[src/rtl/cnt_run_sched_if.sv]
// Requester/counter-side signal bundle for the two-requester counter-run scheduler.
// The slave modport is the scheduler; the master modport is the surrounding logic.
interface cnt_run_sched_if;
  logic [1:0] req;
  logic [7:0] start0;
  logic [7:0] len0;
  logic [7:0] start1;
  logic [7:0] len1;
  logic [7:0] cnt_q;
  logic [1:0] gnt;
  logic       busy;
  logic       cnt_set;
  logic [7:0] cnt_set_val;
  logic       cnt_en;
  logic       cnt_oe;
  logic [7:0] result;
  logic       done;
  logic       done_id;

  modport master (
    output req, start0, len0, start1, len1, cnt_q,
    input  gnt, busy, cnt_set, cnt_set_val, cnt_en, cnt_oe, result, done, done_id
  );

  modport slave (
    input  req, start0, len0, start1, len1, cnt_q,
    output gnt, busy, cnt_set, cnt_set_val, cnt_en, cnt_oe, result, done, done_id
  );
endinterface

[src/rtl/cnt_run_sched.sv]
// Round-robin scheduler sharing one loadable 8-bit counter between two requesters:
// load start, increment len times (prescaled), hold output-enable, report result.
module cnt_run_sched #(
  parameter int unsigned PRESCALE = 1,
  parameter int unsigned HOLD     = 2
) (
  input  logic           clk,
  input  logic           rst_n,
  cnt_run_sched_if.slave bus
);
  typedef enum logic [1:0] {IDLE, LOAD, RUN, SHOW} state_t;

  localparam logic [3:0] PRE_LAST  = 4'(PRESCALE - 1);
  localparam logic [3:0] HOLD_LAST = 4'(HOLD - 1);

  state_t     state, state_nx;
  logic [7:0] start_q;
  logic [7:0] rem;
  logic [3:0] pre;
  logic [3:0] hcnt;
  logic       ptr;
  logic [1:0] gnt_q;
  logic       id_q;
  logic [7:0] result_q;
  logic       done_q;
  logic       done_id_q;
  logic       win;
  logic       grant;
  logic       en;
  logic       show_last;

  always_ff @(posedge clk or negedge rst_n) begin
    if (!rst_n) state <= IDLE;
    else        state <= state_nx;
  end

  always_comb begin
    win = 1'b0;
    unique case (bus.req)
      2'b01:   win = 1'b0;
      2'b10:   win = 1'b1;
      2'b11:   win = ptr;
      default: win = 1'b0;
    endcase
    // done blocks arbitration for one cycle so the served requester can drop req
    grant     = (state == IDLE) && !done_q && (bus.req != 2'b00);
    en        = (state == RUN) && (pre == PRE_LAST);
    show_last = (state == SHOW) && (hcnt == HOLD_LAST);
    state_nx  = state;
    unique case (state)
      IDLE:    if (grant) state_nx = LOAD;
      LOAD:    state_nx = (rem == 8'd0) ? SHOW : RUN;
      RUN:     if (en && rem == 8'd1) state_nx = SHOW;
      SHOW:    if (show_last) state_nx = IDLE;
      default: state_nx = IDLE;
    endcase
  end

  always_ff @(posedge clk or negedge rst_n) begin
    if (!rst_n) begin
      start_q   <= '0;
      rem       <= '0;
      pre       <= '0;
      hcnt      <= '0;
      ptr       <= 1'b0;
      gnt_q     <= '0;
      id_q      <= 1'b0;
      result_q  <= '0;
      done_q    <= 1'b0;
      done_id_q <= 1'b0;
    end else begin
      done_q <= 1'b0;
      if (grant) begin
        start_q <= win ? bus.start1 : bus.start0;
        rem     <= win ? bus.len1 : bus.len0;
        gnt_q   <= win ? 2'b10 : 2'b01;
        id_q    <= win;
        ptr     <= ~win;
      end
      if (state == LOAD) begin
        pre  <= '0;
        hcnt <= '0;
      end
      if (state == RUN) begin
        pre <= en ? 4'd0 : pre + 4'd1;
        if (en) rem <= rem - 8'd1;
      end
      if (state == SHOW) hcnt <= show_last ? 4'd0 : hcnt + 4'd1;
      if (show_last) begin
        result_q  <= bus.cnt_q;
        done_q    <= 1'b1;
        done_id_q <= id_q;
        gnt_q     <= '0;
      end
    end
  end

  assign bus.gnt         = gnt_q;
  assign bus.busy        = (state != IDLE);
  assign bus.cnt_set     = (state == LOAD);
  assign bus.cnt_set_val = start_q;
  assign bus.cnt_en      = en;
  assign bus.cnt_oe      = (state == SHOW);
  assign bus.result      = result_q;
  assign bus.done        = done_q;
  assign bus.done_id     = done_id_q;
endmodule

[src/flat_wrapper.sv]
// flat-port wrapper written by rule: the top's interface ports become plain ports
module cnt_run_sched_flat 
#(
  parameter int unsigned PRESCALE = 1,
  parameter int unsigned HOLD     = 2
)
  (clk, rst_n, bus_req, bus_start0, bus_len0, bus_start1, bus_len1, bus_cnt_q, bus_gnt, bus_busy, bus_cnt_set, bus_cnt_set_val, bus_cnt_en, bus_cnt_oe, bus_result, bus_done, bus_done_id);
  cnt_run_sched_if bus_i ();
  input  logic clk;
  input  logic rst_n;
  input wire logic [$bits(bus_i.req)-1:0] bus_req;
  input wire logic [$bits(bus_i.start0)-1:0] bus_start0;
  input wire logic [$bits(bus_i.len0)-1:0] bus_len0;
  input wire logic [$bits(bus_i.start1)-1:0] bus_start1;
  input wire logic [$bits(bus_i.len1)-1:0] bus_len1;
  input wire logic [$bits(bus_i.cnt_q)-1:0] bus_cnt_q;
  output wire logic [$bits(bus_i.gnt)-1:0] bus_gnt;
  output wire logic [$bits(bus_i.busy)-1:0] bus_busy;
  output wire logic [$bits(bus_i.cnt_set)-1:0] bus_cnt_set;
  output wire logic [$bits(bus_i.cnt_set_val)-1:0] bus_cnt_set_val;
  output wire logic [$bits(bus_i.cnt_en)-1:0] bus_cnt_en;
  output wire logic [$bits(bus_i.cnt_oe)-1:0] bus_cnt_oe;
  output wire logic [$bits(bus_i.result)-1:0] bus_result;
  output wire logic [$bits(bus_i.done)-1:0] bus_done;
  output wire logic [$bits(bus_i.done_id)-1:0] bus_done_id;
  assign bus_i.req = bus_req;
  assign bus_i.start0 = bus_start0;
  assign bus_i.len0 = bus_len0;
  assign bus_i.start1 = bus_start1;
  assign bus_i.len1 = bus_len1;
  assign bus_i.cnt_q = bus_cnt_q;
  assign bus_gnt = bus_i.gnt;
  assign bus_busy = bus_i.busy;
  assign bus_cnt_set = bus_i.cnt_set;
  assign bus_cnt_set_val = bus_i.cnt_set_val;
  assign bus_cnt_en = bus_i.cnt_en;
  assign bus_cnt_oe = bus_i.cnt_oe;
  assign bus_result = bus_i.result;
  assign bus_done = bus_i.done;
  assign bus_done_id = bus_i.done_id;
  cnt_run_sched #(.PRESCALE(PRESCALE), .HOLD(HOLD)) u_core (.clk(clk), .rst_n(rst_n), .bus(bus_i));
endmodule
[config.mk]
export PLATFORM = sky130hd
export DESIGN_NAME = cnt_run_sched_flat
export DESIGN_NICKNAME = d
export VERILOG_FILES = /design/src/rtl/cnt_run_sched_if.sv /design/src/rtl/cnt_run_sched.sv /design/src/flat_wrapper.sv
export SDC_FILE = /design/constraint.sdc
export NUM_CORES = 1
export LEC_CHECK = 0
export BUFFER_PORTS_ARGS = -buffer_cell sky130_fd_sc_hd__buf_2
export CAP_MARGIN = 15
export CORE_MARGIN = 3
export CORE_UTILIZATION = 45
export CTS_CLUSTER_DIAMETER = 100
export DETAILED_ROUTE_END_ITERATION = 8
export PLACE_DENSITY = 0.72
export SYNTH_ARGS = -nofsm -noshare
export SYNTH_HDL_FRONTEND = slang
export SYNTH_SLANG_ARGS = --single-unit
[constraint.sdc]
create_clock -name clk -period 2.5 [get_ports clk]
set_input_delay 0.625 -clock clk [delete_from_list [all_inputs] [get_ports clk]]
set_output_delay 0.625 -clock clk [all_outputs]
set_load 0.01 [all_outputs]
==> flow_summary.json <==
{
  "io_pins": 68,
  "worstPathRequired_ns": 1.88,
  "drtPass1Iterations": 4,
  "worstMarginPinSlew_ns": 0.638,
  "nets": 311,
  "routedWlPerCell_um": 14.1,
  "dieWidth_um": 73.5,
  "syn_area_sq_um": 2050,
  "ant_nets": 0,
  "drive_above_1_share_pct": 37.5,
  "start_kind": "flop",
  "cts_tree": "done",
  "numCtsBuffers": 5,
  "insertedDiodeCount": 0,
  "reg2reg_setup_slack_ns": 0.52,
  "fmax_mhz": 455,
  "drt-total-wl_um": 4300,
  "critPathMaxFanout": 5,
  "finClkSkew_ns": 0.00538,
  "arrival_ns": 1.57,
  "fin_crit_sh_pct": 88.0,
  "cp_cell_sequence": "inv_1 > ha_1 > nor3b_2 > and2_1 > buf_2",
  "synth_top_area_share_pct": 48.8,
  "post_cts_buffers": 0,
  "tns_ns": 0,
  "syn_area_per_cell_sq_um": 11.1,
  "synth_most_common_cell": "dfrtp_1",
  "yosys-top-cells-count": "dfrtp_1 (40), inv_1 (21), nand2_1 (13), ha_1 (12), mux2_2 (10)",
  "postSynth.asyncResetShare_pct": 100,
  "synth_ff_type": "dfrtp_1",
  "finalMaxSlewViolations": 0,
  "yosysTopAreaCell": "dfrtp_1",
  "clkLatencyLatePin_ns": 0.29,
  "area_growth_pct": 24.7,
  "seqCellArea_sq_um": 1000,
  "synth_cell_types": 37,
  "relSlewSlack_pct": 57.5,
  "drtIter0Drc": 146,
  "start_util_pct": 48.9,
  "cp_num_buf_inv": 2,
  "fill_cells": 367,
  "status": "finished clean",
  "min_path_type": "in2async",
  "grt_max_degree": 21,
  "ys_seq_elements": 40,
  "timing.critical_path.slowest_stage_cell": "dfrtp_1",
  "fin_area_sq_um": 2560,
  "max_stage_delay_ns": 0.40,
  "die_h_um": 73.5,
  "grt_pass1_vias": 1577,
  "grt_setup_unrepaired": "no",
  "placed_area_sq_um": 2450,
  "vdd_drop_max_uv": 419,
  "cts_buffer_depth": 2,
  "clk_transition_reported_paths_ns": 0.08,
  "synthCells": 185,
  "clock-sinks": 40,
  "place.gp.congestion": 0.817,
  "die_area_sq_um": 5410,
  "synth_enable_flop_cells": 0,
  "antenna_found_initial": 0,
  "period_needed_ns": 2.20,
  "hpwl_um": 3180,
  "path_delay_family": "simple AND/OR/NAND/NOR gates",
  "cts_resized": 0,
  "synth_warnings": 0,
  "placementRows": 23,
  "ys_seq_area_share_pct": 48.8,
  "coreArea_sq_um": 4200,
  "drc": 0,
  "viasPerCell": 5.43,
  "port_buffers": 67,
  "p_leak_nw": 1.39,
  "finalHoldViolCount": 0,
  "grt-ovfl-total": 0,
  "finalPower_w": 0.00124,
  "root_buffer": "clkbuf_8",
  "hold_buffers": 0,
  "grt_usage_pct": 17.0,
  "setup_violations": 0,
  "ctsHtreeMaxLevel": 2,
  "synthTopCellsByArea": "dfrtp_1 (49%), ha_1 (7.3%), mux2_2 (5.5%)",
  "dp.cells": 298,
  "worstSetupEndpointType": "output pin",
  "multi_input_area_sq_um": 931,
  "via_count": 1661,
  "timing_worst_setup_path_type": "reg2out",
  "grt_pass1_wl_um": 7170,
  "final_cell_count_no_fill": 306,
  "synthesis.nets": 241,
  "maxCapViolations": 0,
  "powerDensity_nw_per_um2": 482
}
==> final timing paths <==
kind	start	endpoint	cells past startpoint
max in group asynchronous	rst_n	u_core.bus.cnt_set_val[7]	2
hold / removal	rst_n	u_core.pre[0]	1
hold reg to reg	u_core.id_q	u_core.id_q	1
setup reg to reg	u_core.state[0]	u_core.rem[2]	6
min in group clk	u_core.id_q	u_core.id_q	1
setup / recovery	u_core.pre[0]	bus_cnt_en	5
==> routing by layer <==
metal	up-vias	global-route usage, %	part of all wire, %
met4	0	5.43	0.56
met1	790	23.2	44
met5	-	0	0
li1	814	-	-
met2	55	25.6	47
met3	2	5.75	8.2
==> where the power goes <==
group	switching (W)	total (W)	internal, W
sequential	0	0.000646	0.000646
combinational	0.0000232	0.0000492	0.0000260
clock	0.000240	0.000540	0.000301
total	0.000263	0.00124	0.000973
==> logic make-up after synthesis <==
family                     Yosys count  synth area share, %
adders and majority gates           12                 7.31
DFF                                 40                 48.8
xor gates and xnor gates             6                 2.56
and+or+nand+nor                     40                 11.6
AOI/OAI and AO/OA                   43                 16.5
muxes                               14                 7.43
buffers and inverters               30                 5.91
==> sequential cells by signal (all words and copies together) (netlist names) <==
register,cells
u_core.bus.cnt_set_val,8
u_core.bus.done,1
u_core.bus.done_id,1
u_core.bus.gnt,2
u_core.bus.result,8
u_core.hcnt,4
u_core.id_q,1
u_core.pre,4
u_core.ptr,1
u_core.rem,8
u_core.state,2
==> placed cells by master (no fill, tap or decap), types with 5 or more instances in the layout <==
cell type,netlist,routed
a221oi_1,7,7
a222oi_1,9,9
a22oi_1,6,6
buf_2,7,67
buf_4,0,5
clkbuf_8,0,5
dfrtp_1,40,40
ha_1,12,12
inv_1,21,21
mux2_2,10,10
nand2_1,13,13
o21ai_0,9,8
==> layout make-up <==
type / instances / share of cell area [%]
tap: 50 / 2.44
sequential: 40 / 39.1
multi-input combinational: 115 / 36.3
clock buffer: 5 / 2.69
clock inverter: 3 / 1.81
inverter: 21 / 3.08
timing repair buffer: 72 / 14.6
==> stage by stage <==
step	setup slack [ns]	util, %	hold WS (ns)
floorplan	0.558	-	0.329
global placement	0.583	58.2	0.468
detailed placement	0.513	58.2	0.471
CTS	0.271	61.0	0.282
global route	0.208	61.0	0.292
finish	0.301	61.0	0.266
==> worst register-to-register path, cell delays in order (launching register included) <==
cell and delay [ns]:
dfrtp_1 0.43, inv_1 0.14, ha_1 0.19, nor2b_1 0.19, and3_1 0.59, a221oi_1 0.16
a22oi_1 0.20
(Power assumes the default switching activity.)
